## config.mk

```make
export PLATFORM = sky130hd
export DESIGN_NAME = pipelined_ctrl_decoder
export DESIGN_NICKNAME = d
export VERILOG_FILES = /design/src/rtl/riscv_ctrl_pkg.sv /design/src/rtl/ctrl_decode_table.sv /design/src/rtl/pipelined_ctrl_decoder.sv
export SDC_FILE = /design/constraint.sdc
export NUM_CORES = 1
export LEC_CHECK = 0
export ABC_AREA = 1
export BUFFER_PORTS_ARGS = -buffer_cell sky130_fd_sc_hd__buf_4
export CORE_MARGIN = 2
export CORE_UTILIZATION = 54
export DETAILED_ROUTE_END_ITERATION = 8
export PLACE_DENSITY = 0.84
export RECOVER_POWER = 50
export SLEW_MARGIN = 20
export SYNTH_ARGS = -nofsm -noshare
export SYNTH_HDL_FRONTEND = slang
export SYNTH_SLANG_ARGS = --single-unit
```

## constraint.sdc

```tcl
create_clock -name clk -period 3.68 [get_ports clk]
set_input_delay 0.736 -clock clk [delete_from_list [all_inputs] [get_ports clk]]
set_output_delay 0.736 -clock clk [all_outputs]
set_load 0.05 [all_outputs]
```

## src/rtl/riscv_ctrl_pkg.sv

```systemverilog
// Shared definitions for the RV32I+F main-control decoder stage.
//   - Opcode and FP sub-op (funct7[6:2]) codes
//   - Control bundle layout (11 bits) and FSM state encoding
package riscv_ctrl_pkg;

  localparam logic [6:0] OP_LW  = 7'b0000011;
  localparam logic [6:0] OP_FLW = 7'b0000111;
  localparam logic [6:0] OP_SW  = 7'b0100011;
  localparam logic [6:0] OP_FSW = 7'b0100111;
  localparam logic [6:0] OP_R   = 7'b0110011;
  localparam logic [6:0] OP_BEQ = 7'b1100011;
  localparam logic [6:0] OP_I   = 7'b0010011;
  localparam logic [6:0] OP_JAL = 7'b1101111;
  localparam logic [6:0] OP_FP  = 7'b1010011;
  localparam logic [6:0] OP_NOP = 7'b0000000;

  localparam logic [4:0] F7_FMUL  = 5'b00010;
  localparam logic [4:0] F7_FDIV  = 5'b00011;
  localparam logic [4:0] F7_FSQRT = 5'b01011;

  localparam int unsigned BundleW = 11;

  // Field order matches the decode table: RegWrite_ImmSrc_ALUSrc_MemWrite_ResultSrc_Branch_ALUOp_Jump
  typedef struct packed {
    logic       regwrite;
    logic [1:0] immsrc;
    logic       alusrc;
    logic       memwrite;
    logic [1:0] resultsrc;
    logic       branch;
    logic [1:0] aluop;
    logic       jump;
  } ctrl_t;

  typedef enum logic [1:0] {LatNone, LatMul, LatDiv, LatSqrt} lat_sel_e;

  typedef enum logic [1:0] {StIdle, StHold, StFpWait} state_e;

endpackage

```

## src/rtl/ctrl_decode_table.sv

```systemverilog
// Pure combinational op/funct7 -> control bundle lookup.
//   op, funct7    : instruction fields
//   ctrl          : 11-bit control bundle (all zero for bubble/unknown)
//   fp/fplw/fpsw  : FP datapath flags
//   is_multi      : op is a multi-cycle FP candidate (fmul/fdiv/fsqrt)
//   lat_sel       : which latency parameter applies
//   illegal_op    : opcode is neither implemented nor a bubble
module ctrl_decode_table
  import riscv_ctrl_pkg::*;
(
  input  logic [6:0] op,
  input  logic [6:0] funct7,
  output ctrl_t      ctrl,
  output logic       fp,
  output logic       fplw,
  output logic       fpsw,
  output logic       is_multi,
  output lat_sel_e   lat_sel,
  output logic       illegal_op
);

  logic [1:0] unused_f7;
  assign unused_f7 = funct7[1:0];

  always_comb begin
    ctrl       = '0;
    fp         = 1'b0;
    fplw       = 1'b0;
    fpsw       = 1'b0;
    is_multi   = 1'b0;
    lat_sel    = LatNone;
    illegal_op = 1'b0;
    case (op)
      OP_LW:  ctrl = 11'b1_00_1_0_01_0_00_0;
      OP_FLW: begin
        ctrl = 11'b1_00_1_0_01_0_00_0;
        fp   = 1'b1;
        fplw = 1'b1;
      end
      OP_SW:  ctrl = 11'b0_01_1_1_00_0_00_0;
      OP_FSW: begin
        ctrl = 11'b0_01_1_1_00_0_00_0;
        fp   = 1'b1;
        fpsw = 1'b1;
      end
      OP_R:   ctrl = 11'b1_00_0_0_00_0_10_0;
      OP_BEQ: ctrl = 11'b0_10_0_0_00_1_01_0;
      OP_I:   ctrl = 11'b1_00_1_0_00_0_10_0;
      OP_JAL: ctrl = 11'b1_11_0_0_10_0_00_1;
      OP_FP: begin
        ctrl = 11'b1_00_0_0_00_0_10_0;
        fp   = 1'b1;
        case (funct7[6:2])
          F7_FMUL: begin
            is_multi = 1'b1;
            lat_sel  = LatMul;
          end
          F7_FDIV: begin
            is_multi = 1'b1;
            lat_sel  = LatDiv;
          end
          F7_FSQRT: begin
            is_multi = 1'b1;
            lat_sel  = LatSqrt;
          end
          default: ;
        endcase
      end
      OP_NOP: ;
      default: illegal_op = 1'b1;
    endcase
  end

endmodule

```

## src/rtl/pipelined_ctrl_decoder.sv

```systemverilog
// Registered main-control decoder stage with valid/ready handshake and
// multi-cycle FP issue (fmul/fdiv/fsqrt hold the stage for FP_*_LAT cycles).
// Optional feature macro: ILLEGAL_TRAP_EN -- when defined, an unimplemented
// opcode sets a sticky `illegal` flag (cleared by reset or flush); otherwise
// `illegal` is tied 0 and such opcodes pass as bubbles.
// Ports:
//   clk, reset (async, active-high)
//   in_valid/in_ready, op, funct7 : upstream handshake and instruction fields
//   flush                          : kill held/pending instruction
//   out_valid/out_ready            : downstream handshake
//   regwrite..fpsw                 : control bundle (0 whenever out_valid=0)
//   fp_busy                        : multi-cycle FP op counting
//   illegal                        : sticky unimplemented-opcode flag
module pipelined_ctrl_decoder
  import riscv_ctrl_pkg::*;
#(
  parameter int unsigned FP_MUL_LAT  = 3,
  parameter int unsigned FP_DIV_LAT  = 8,
  parameter int unsigned FP_SQRT_LAT = 12
) (
  input  logic       clk,
  input  logic       reset,
  input  logic       in_valid,
  output logic       in_ready,
  input  logic [6:0] op,
  input  logic [6:0] funct7,
  input  logic       flush,
  input  logic       out_ready,
  output logic       out_valid,
  output logic       regwrite,
  output logic       alusrc,
  output logic       memwrite,
  output logic       branch,
  output logic       jump,
  output logic       fp,
  output logic       fplw,
  output logic       fpsw,
  output logic [1:0] immsrc,
  output logic [1:0] resultsrc,
  output logic [1:0] aluop,
  output logic       fp_busy,
  output logic       illegal
);

  localparam int unsigned MaxLat01 = (FP_MUL_LAT > FP_DIV_LAT) ? FP_MUL_LAT : FP_DIV_LAT;
  localparam int unsigned MaxLat   = (MaxLat01 > FP_SQRT_LAT) ? MaxLat01 : FP_SQRT_LAT;
  localparam int unsigned CntW     = $clog2(MaxLat + 1);

  ctrl_t    dec_ctrl;
  logic     dec_fp, dec_fplw, dec_fpsw, dec_multi, dec_illegal;
  lat_sel_e dec_lat_sel;

  ctrl_decode_table u_table (
    .op         (op),
    .funct7     (funct7),
    .ctrl       (dec_ctrl),
    .fp         (dec_fp),
    .fplw       (dec_fplw),
    .fpsw       (dec_fpsw),
    .is_multi   (dec_multi),
    .lat_sel    (dec_lat_sel),
    .illegal_op (dec_illegal)
  );

  state_e          state_q, state_d;
  logic [CntW-1:0] cnt_q, cnt_d;
  ctrl_t           bundle_q, bundle_d;
  logic [2:0]      flags_q, flags_d;  // {fp, fplw, fpsw}

  logic            accept;
  int unsigned     sel_lat;
  logic            go_multi;

  always_comb begin
    case (dec_lat_sel)
      LatMul:  sel_lat = FP_MUL_LAT;
      LatDiv:  sel_lat = FP_DIV_LAT;
      LatSqrt: sel_lat = FP_SQRT_LAT;
      default: sel_lat = 1;
    endcase
  end

  // A latency of 1 collapses to the ordinary single-cycle path.
  assign go_multi = dec_multi && (sel_lat > 1);

  assign in_ready = !flush && ((state_q == StIdle) || ((state_q == StHold) && out_ready));
  assign accept   = in_valid && in_ready;

  always_comb begin
    state_d  = state_q;
    cnt_d    = cnt_q;
    bundle_d = bundle_q;
    flags_d  = flags_q;
    if (flush) begin
      state_d = StIdle;
      cnt_d   = '0;
    end else if (accept) begin
      bundle_d = dec_ctrl;
      flags_d  = {dec_fp, dec_fplw, dec_fpsw};
      if (go_multi) begin
        state_d = StFpWait;
        cnt_d   = CntW'(sel_lat - 1);
      end else begin
        state_d = StHold;
        cnt_d   = '0;
      end
    end else begin
      case (state_q)
        StHold: begin
          if (out_ready) state_d = StIdle;
        end
        StFpWait: begin
          if (cnt_q != '0) cnt_d = cnt_q - CntW'(1);
          if (cnt_q <= CntW'(1)) state_d = StHold;
        end
        default: ;
      endcase
    end
  end

  always_ff @(posedge clk or posedge reset) begin
    if (reset) begin
      state_q  <= StIdle;
      cnt_q    <= '0;
      bundle_q <= '0;
      flags_q  <= '0;
    end else begin
      state_q  <= state_d;
      cnt_q    <= cnt_d;
      bundle_q <= bundle_d;
      flags_q  <= flags_d;
    end
  end

  ctrl_t      ctrl_out;
  logic [2:0] flags_out;

  assign out_valid = (state_q == StHold);
  assign fp_busy   = (state_q == StFpWait);
  assign ctrl_out  = out_valid ? bundle_q : '0;
  assign flags_out = out_valid ? flags_q : 3'b000;

  assign regwrite  = ctrl_out.regwrite;
  assign immsrc    = ctrl_out.immsrc;
  assign alusrc    = ctrl_out.alusrc;
  assign memwrite  = ctrl_out.memwrite;
  assign resultsrc = ctrl_out.resultsrc;
  assign branch    = ctrl_out.branch;
  assign aluop     = ctrl_out.aluop;
  assign jump      = ctrl_out.jump;
  assign fp        = flags_out[2];
  assign fplw      = flags_out[1];
  assign fpsw      = flags_out[0];

`ifdef ILLEGAL_TRAP_EN
  logic illegal_q, illegal_d;

  always_comb begin
    illegal_d = illegal_q;
    if (flush) illegal_d = 1'b0;
    else if (accept && dec_illegal) illegal_d = 1'b1;
  end

  always_ff @(posedge clk or posedge reset) begin
    if (reset) illegal_q <= 1'b0;
    else       illegal_q <= illegal_d;
  end

  assign illegal = illegal_q;
`else
  logic unused_illegal;
  assign unused_illegal = dec_illegal;
  assign illegal        = 1'b0;
`endif

endmodule
```

==> impl_metrics.toml, run 1 <==
[final_layout]
area_delta_synth_final_pct = 21.2
drive_above_1_share_pct = 21.6
final_util_pct = 71.0
fillers = 173
mostFrequentLayoutCells = "nand2_1 (52), buf_4 (31), inv_1 (30), nor2_1 (25), dfrtp_1 (18)"
final_common_cell = "nand2_1"
fin_nets = 231
diodes = 0

[global_route]
grt_overflow = 0
grt.total_usage_pct = 21.7
grt_pass1_vias = 1082
grt_antenna_before_repair = 0
grt_pass1_wl_mm = 4.27
grt_max_degree = 23

[cts]
numCtsBuffers = 3
cts_root_buf = "clkbuf_4"
cts_hold_buf = 0
ctsLongestPathBuffers = 2
htreeDepth = 1
clk_latency_ns = 0.29
clock_sinks = 18
postCtsSetupBuffers = 0
post_cts_resized = 0
cts_tree = "done"
clk_pin_slew_ns = 0.10

[placement]
gp_congestion = 0.856
portBuffers = 33
hpwl_mm = 1.95

[critical_path]
path_class = "flop to primary output"
crit_family = "simple AND/OR/NAND/NOR gates"
cp_num_buf_inv = 2
cp_slowest_cell = "dfrtp_1"
end_kind = "primary output"
start_kind = "flop"
critPathMaxStageDelay_ns = 0.40
critical_path.startpoint = "state_q[1]"
arrival_ns = 1.53
critPathMaxFanout = 14
regToRegStartpoint = "state_q[1]"
critPathRequiredTime_ns = 2.94
crit_chain = "inv_1, nand2_1, nor2_1, buf_4"

[die]
die-area_sq_um = 2580
die-height_um = 50.8
coreArea_sq_um = 2020
ios = 37
initial_core_util_pct = 58.5
rows = 16
die_width_um = 50.8

[sta]
hold_viol = 0
max_clock_freq_mhz = 442
final_max_slew_viol_count = 0
skew_ns = 0.00845
min_period_ns = 2.26
tns_ns = 0
maxSlewHeadroom_pct = 47.9
hold_ws_ns = 0.493
fin_crit_sh_pct = 61.5
tightest_slew_ns = 0.779
setup_viol = 0
rsz0062_at_grt = "false"

[drt]
first_iter_violations = 21
ant_nets = 0
avgViaCountPerCell = 4.92
drc = 0
wl_mm = 2.49
num_vias = 1156
firstDrtPassIters = 4
wl_per_cell_um = 10.6

[power]
leakage_nw = 0.812
ir_drop_uv = 189
swShare_pct = 36.0
powerDensity_nw_per_um2 = 332
p_int_w = 0.000305
seqPwrFrac_pct = 47.7
combPwrFrac_pct = 32.0
p_sw_w = 0.000171
p_clk_share_pct = 20.3

[logic_synthesis]
ys_top_cells_by_area = "dfrtp_1 (38%), nand2_1 (16%), inv_1 (9.5%)"
synthFlopType = "dfrtp_1"
netlist_area_sq_um = 1180
synth_edf_count = 0
ys_warn_count = 0
syn_inst = 178
netlist-cell-type-count = 27
synth_top_area_cell = "dfrtp_1"
syn_avg_cell_area_sq_um = 6.65
syn_nets = 199
ys_seq_area_share_pct = 38.1
ys_seq_elements = 18
yosys.area.top_type_share_pct = 38.1
synth_async_sr_flop_share_pct = 100

[flow_run]
max_cap_violations = 0

[outcome]
status = "finished clean"

[worst_hold_path]
hold_class = "flop to flop"
hold_start = "bundle_q[2]"
-- flip-flops by register name (all words and copies together), names as in the netlist --
register  count
bundle_q      9
cnt_q         4
flags_q       3
state_q       2
-- synth_stat cells, drive strengths merged, types with 2 or more instances --
cell,n
a21oi,5
nand4,3
nand2,53
nor2,29
o21ai,12
inv,34
buf,6
dfrtp,18
nor3,2
ha,2
nand3,6
xor2,2
-- power groups by stage --
stage	sequential, W	clock [W]	combinational (W)
2_1_floorplan	0.000229	0	0.000113
3_3_place_gp	0.000230	0	0.000149
3_5_place_dp	0.000231	0	0.000154
4_1_cts	0.000227	0.0000989	0.000155
5_1_grt	0.000231	0.000102	0.000170
6_report	0.000228	0.0000967	0.000153
-- layer usage --
metal,track usage (%),part of all wire (%),vias up,routed length (um)
met5,0,0,-,0
met4,9.46,1.8,0,44
met3,0.877,4.9,5,122
met2,37.7,47,43,1170
met1,28.2,46,512,1150
li1,-,-,596,-
-- metrics by stage --
stage	total power [W]	worst slack (ns)	cells	area [sq um]
final	0.000477	1.42	235	1440
after global routing	0.000503	1.31	235	1440
after CTS	0.000482	1.37	235	1450
after detailed placement	0.000385	1.62	232	1430
after global placement	0.000379	1.62	232	1430
after floorplan	0.000341	1.21	178	1180
-- logic make-up after synthesis --
family | Yosys count | share of synthesized area (%)
other | 1 | 0.317
adder cells (fa/ha/maj) | 2 | 2.11
XOR/XNOR | 2 | 1.48
AND/OR/NAND/NOR | 94 | 34.1
flip-flops | 18 | 38.1
AO/OA/AOI/OAI | 21 | 9.94
buffers and inverters | 40 | 14.0
-- worst register-to-register path: stages, from the launching register on --
cell and delay, ns:
dfrtp_1 0.40, nor2_1 0.15, nand3_1 0.58, inv_2 0.35
nand2_1 0.15, a21oi_1 0.14, a21oi_1 0.05
-- path summary, 6_finish.rpt --
check | to | slack, ns | cells after the start
worst min-delay path | bundle_q[2] | 0.49 | 2
worst max-delay path | aluop[0] | 1.42 | 4
worst min register to register | bundle_q[2] | 0.49 | 2
max in group asynchronous | cnt_q[1] | 2.71 | 2
worst max register to register | bundle_q[8] | 1.73 | 6
min in group asynchronous | bundle_q[2] | 0.53 | 2
-- layout make-up --
| type | instances | area (sq um) | share of cell area (%) |
|---|---|---|---|
| clock buffer | 3 | 22.5 | 1.57 |
| multi-input combinational | 120 | 557 | 38.8 |
| tap | 27 | 33.8 | 2.35 |
| sequential | 18 | 450 | 31.4 |
| timing repair buffer | 33 | 244 | 17.0 |
| inverter | 34 | 128 | 8.89 |
Note: power is estimated with default switching activity, not from simulation.
==> run 2, diff against run 1 <==
Settings changed: ABC_AREA 1 to 0, CORE_UTILIZATION 54 to 50, PLACE_DENSITY 0.84 to 0.79.
Clock period 3.68 ns to 2.11 ns, I/O delays scaled along.
==> run 2 against run 1 <==
Critical path depth unchanged. Global-route usage up 1.4 points. Combinational power up 7%. Via count down 12%. Cell count down 21%. Non-clock buffer count up 4. Critical path type unchanged. Largest cell class unchanged. Largest power group unchanged.
==> impl_metrics.toml, run 2 <==
[outcome]
status = "finished clean"

[drt]
wl_mm = 2.68
first_iter_violations = 20
num_vias = 1016
wl_per_cell_um = 14.5
drc = 0
ant_nets = 0
avgViaCountPerCell = 5.49
firstDrtPassIters = 4

[power]
leakage_nw = 0.697
total_power_w = 0.000744
ir_drop_uv = 344
powerDensity_nw_per_um2 = 517

[logic_synthesis]
synth_async_sr_flop_share_pct = 100
synth_common_cells = "dfrtp_1 (18), nand2_1 (18), and2_1 (14)"
synth_xor_area_share_pct = 1.53
synth_top_area_cell = "dfrtp_1"
synthAdderAreaFrac_pct = 2.18
synth_compound_gate_area_share_pct = 17.6
synthMuxAreaShare_pct = 2.73
yosys.area.top_type_share_pct = 39.3
synthSimpleGateAreaFrac_pct = 30.3
synthFlopType = "dfrtp_1"
syn_inst = 123
synth_top_family_by_area = "simple AND/OR/NAND/NOR gates"
ys_seq_elements = 18
ys_warn_count = 0
ys_top_cells_by_area = "dfrtp_1 (39%), and2_1 (7.6%), nand2_1 (5.9%)"
syn_avg_cell_area_sq_um = 9.32
syn_nets = 144
synth_edf_count = 0
netlist_area_sq_um = 1150
ys_seq_area_share_pct = 39.3
netlist-cell-type-count = 41

[die]
ios = 37
die-height_um = 51.9
rows = 17
coreArea_sq_um = 2190
initial_core_util_pct = 52.3
die_width_um = 51.9
die-area_sq_um = 2690

[critical_path]
end_kind = "primary output"
ff2ff_setup_slack_ns = 0.16
critPathRequiredTime_ns = 1.69
critPathMaxFanout = 8
start_kind = "flop"
arrival_ns = 1.58
path_class = "flop to primary output"

[final_layout]
largest_register_ffs = 9
regMostFlops = "bundle_q"
top_regs = "bundle_q: 9 flops, cnt_q: 4 flops, flags_q: 3 flops"
drive_above_1_share_pct = 33.8
area_delta_synth_final_pct = 25.7
diodes = 0
mostFrequentLayoutCells = "buf_4 (36), nand2_1 (18), dfrtp_1 (18), and2_1 (12), o21ai_0 (8)"
final_common_cell = "buf_4"
fin_nets = 179

[global_route]
grt_pass1_wl_mm = 4.51
grt_pass1_vias = 980
grt_max_degree = 22
grt.total_usage_pct = 23.1
grt_antenna_before_repair = 0
grt_overflow = 0

[sta]
hold_viol = 0
layout_setup_ws_ns = 0.111
rsz0062_at_grt = "false"
skew_ns = 0.00174
max_clock_freq_mhz = 500
tightest_slew_ns = 0.719
tns_ns = 0
fin_crit_sh_pct = 94.8
setup_viol = 0
maxSlewHeadroom_pct = 52.1
min_period_ns = 2.00
final_max_slew_viol_count = 0

[cts]
post_cts_resized = 0
clock_sinks = 18
numCtsBuffers = 3
cts_hold_buf = 0
htreeDepth = 1
cts_tree = "done"
cts_root_buf = "clkbuf_4"
postCtsSetupBuffers = 0
ctsLongestPathBuffers = 2
clk_pin_slew_ns = 0.11
clk_latency_ns = 0.29

[placement]
portBuffers = 33
gp_congestion = 0.859
hpwl_mm = 2.04
post-place-ws_ns = 0.281

[flow_run]
max_cap_violations = 0

[worst_hold_path]
hold_class = "primary input to async pin"
run 2: cell count changes in the layout (fill, tap and decap cells not counted), sizes merged, moves of 4 or more:
| cell | before | now |
|---|---|---|
| nor2 | 29 | 3 |
| nand3 | 6 | 1 |
| buf | 31 | 36 |
| inv | 34 | 6 |
| nand2 | 53 | 18 |
| nor2b | 0 | 5 |
| o21ai | 12 | 8 |
| and2 | 0 | 14 |
run 2: routing by layer:
| metal | vias to the layer above | part of all wire, % | track usage (%) |
|---|---|---|---|
| met5 | - | 0 | 0 |
| met4 | 0 | 0.90 | 8.77 |
| met3 | 4 | 3.8 | 3.16 |
| met2 | 28 | 52 | 41.4 |
| met1 | 487 | 43 | 27.7 |
| li1 | 497 | - | - |
run 2: final timing paths:
kind | from | cells after the start | end
max in group asynchronous | reset | 2 | cnt_q[0]
min in group clk | funct7[5] | 2 | cnt_q[2]
worst max register to register | state_q[0] | 4 | cnt_q[1]
worst min-delay path | reset | 2 | cnt_q[2]
worst max-delay path | state_q[1] | 4 | jump
worst min register to register | bundle_q[1] | 2 | bundle_q[1]
run 2: cell type report:
cell class	count	area, sq um
fillers	194	751
multi-input cells	92	618
flip-flops and latches	18	450
repair buffers	37	278
clock buffers	4	36.3
well taps	28	35.0
inverters	6	22.5
run 2: cells by family (layout without fill, tap and decap cells):
family	count (synthesis)	in the layout
multiplexers	3	3
other	1	1
AO/OA/AOI/OAI	27	27
XOR/XNOR	2	2
adder cells (fa/ha/maj)	2	2
flip-flops	18	18
AND/OR/NAND/NOR	57	57
buffers and inverters	13	47
run 2: worst max-delay path: stages (launching register included):
cell	delay, ns
dfrtp_1	0.48
nor2b_1	0.23
buf_4	0.20
and2_2	0.17
buf_4	0.20
run 2: report_power, final:
part	internal (W)	switching [W]
Combinational	0.0000647	0.0000983
Clock	0.000105	0.000114
Sequential	0.000355	0.00000679
run 2: stage by stage:
step	util [%]	cells	cell area (sq um)	hold WS, ns
2_1_floorplan	-	123	1150	0.361
3_3_place_gp	64.6	181	1420	0.445
3_5_place_dp	64.6	181	1420	0.455
4_1_cts	66.2	185	1450	0.248
5_1_grt	65.7	185	1440	0.281
6_report	65.7	185	1440	0.219
==> run 3, diff against run 2 <==
Settings changed: CELL_PAD_IN_SITES_DETAIL_PLACEMENT set to 1, CELL_PAD_IN_SITES_GLOBAL_PLACEMENT set to 2, CORE_UTILIZATION 50 to 29, PLACE_DENSITY 0.79 to unset, PLACE_DENSITY_LB_ADDON set to 0.1.
==> run 3 against run 2 <==
Critical path depth rose by 1. Routed wire length rose by 5.0%. Power rose by 7.7%. Cell area is 1.9% higher. Core utilization fell by 27 points. Combinational power decreased by 5%. Worst hold slack gained 0.064 ns. Largest power group unchanged. Count of clock-buffer cells in the layout stayed put. First-iteration DRC count rose by 25%. Register-to-register slack better by 0.24 ns. Via count down 1.5%.
==> impl_metrics.toml, run 3 (same netlist as run 2, synthesis figures left out) <==
[cts]
post_cts_resized = 0
cts_tree = "done"
clock_sinks = 18
htreeDepth = 1
numCtsBuffers = 3
postCtsSetupBuffers = 0
cts_hold_buf = 0
clk_latency_ns = 0.25
cts_root_buf = "clkbuf_8"
ctsLongestPathBuffers = 2
clk_pin_slew_ns = 0.07

[critical_path]
critPathRequiredTime_ns = 2.26
critPathMaxStageDelay_ns = 0.50
reg2reg_depth = 3
path_class = "primary input to flop"
crit_chain = "buf_4, nand3b_1, nor4b_1, o2111ai_1, a31o_2"
end_kind = "flop"
crit_cells = 5
start_kind = "primary input"
cp_slowest_cell = "nor4b_1"
arrival_ns = 1.98
cp_num_buf_inv = 1
crit_family = "simple AND/OR/NAND/NOR gates"
critPathMaxFanout = 7

[drt]
num_vias = 1001
firstDrtPassIters = 4
ant_nets = 0
wl_per_cell_um = 13.8
wl_mm = 2.82
first_iter_violations = 25
drc = 0
avgViaCountPerCell = 4.91

[placement]
portBuffers = 33
gp_congestion = 0.784
hpwl_mm = 2.18
placed_area_sq_um = 1430
dp_cells = 200

[final_layout]
final_util_pct = 39.2
largest_register_ffs = 9
diodes = 0
area_delta_synth_final_pct = 28.1
mostFrequentLayoutCells = "buf_4 (35), nand2_1 (18), dfrtp_1 (18), and2_1 (12), o21ai_0 (8)"
regMostFlops = "bundle_q"
final_common_cell = "buf_4"
drive_above_1_share_pct = 33.3
final_cell_count_no_fill = 204
fin_nets = 178
top_regs = "bundle_q: 9 flops, cnt_q: 4 flops, flags_q: 3 flops"
fin_area_sq_um = 1470

[die]
die-height_um = 66.9
rows = 22
coreArea_sq_um = 3740
die-area_sq_um = 4470
initial_core_util_pct = 30.6
ios = 37
die_width_um = 66.9

[sta]
tns_ns = 0
min_period_ns = 1.84
max_clock_freq_mhz = 545
tightest_slew_ns = 0.707
skew_ns = 0.000650
maxSlewHeadroom_pct = 52.8
setup_viol = 0
hold_viol = 0
final_max_slew_viol_count = 0
rsz0062_at_grt = "false"
fin_crit_sh_pct = 87.0

[power]
leakage_nw = 0.690
ir_drop_uv = 462
p_int_w = 0.000581
p_clk_share_pct = 35.6
p_sw_w = 0.000221
swShare_pct = 27.6
seqPwrFrac_pct = 45.0
combPwrFrac_pct = 19.4
powerDensity_nw_per_um2 = 546

[outcome]
status = "finished clean"

[global_route]
grt_pass1_wl_mm = 4.74
grt_overflow = 0
grt_max_degree = 22
grt_antenna_before_repair = 0
grt.total_usage_pct = 14.2
grt_pass1_vias = 979

[flow_run]
max_cap_violations = 0

[worst_hold_path]
hold_class = "primary input to async pin"
[run 3: cell types whose count changed in the layout (fill, tap and decap cells not counted), sizes merged]
cell	before	now
buf	36	35
[run 3: area by class of cell]
cell class,instances,area [sq um]
Sequential cell,18,450
Clock buffer,4,55.1
Inverter,6,22.5
Multi-Input combinational cell,92,609
Tap cell,48,60.1
Timing Repair Buffer,36,270
Fill cell,473,2280
[run 3: worst paths after layout]
path	startpoint	end	slack, ns
worst min register to register	flags_q[1]	flags_q[1]	0.46
min in group clk	funct7[5]	cnt_q[2]	0.35
worst max-delay path	op[3]	state_q[0]	0.27
worst max register to register	state_q[0]	bundle_q[2]	0.40
max in group asynchronous	reset	bundle_q[10]	1.38
worst min-delay path	reset	bundle_q[6]	0.28
[run 3: layer usage]
metal	GRT usage [%]	vias to the layer above	share of wire, %
met5	0	-	0
met4	3.06	0	0.64
met3	3.55	2	4.8
met2	22.1	27	43
met1	19.8	477	52
li1	-	495	-
[run 3: power groups by stage]
stage / Sequential [W] / Clock, W / Combinational [W]
finish: 0.000361 / 0.000285 / 0.000155
CTS: 0.000361 / 0.000294 / 0.000164
detailed placement: 0.000368 / 0 / 0.000163
global route: 0.000363 / 0.000311 / 0.000170
global placement: 0.000368 / 0 / 0.000161
floorplan: 0.000366 / 0 / 0.000101
[run 3: per-stage QoR]
step | hold WS (ns) | power, W | worst slack [ns]
floorplan | 0.361 | 0.000467 | 0.0974
global placement | 0.447 | 0.000528 | 0.292
detailed placement | 0.451 | 0.000531 | 0.223
CTS | 0.313 | 0.000818 | 0.249
global route | 0.342 | 0.000844 | 0.0846
finish | 0.283 | 0.000801 | 0.275
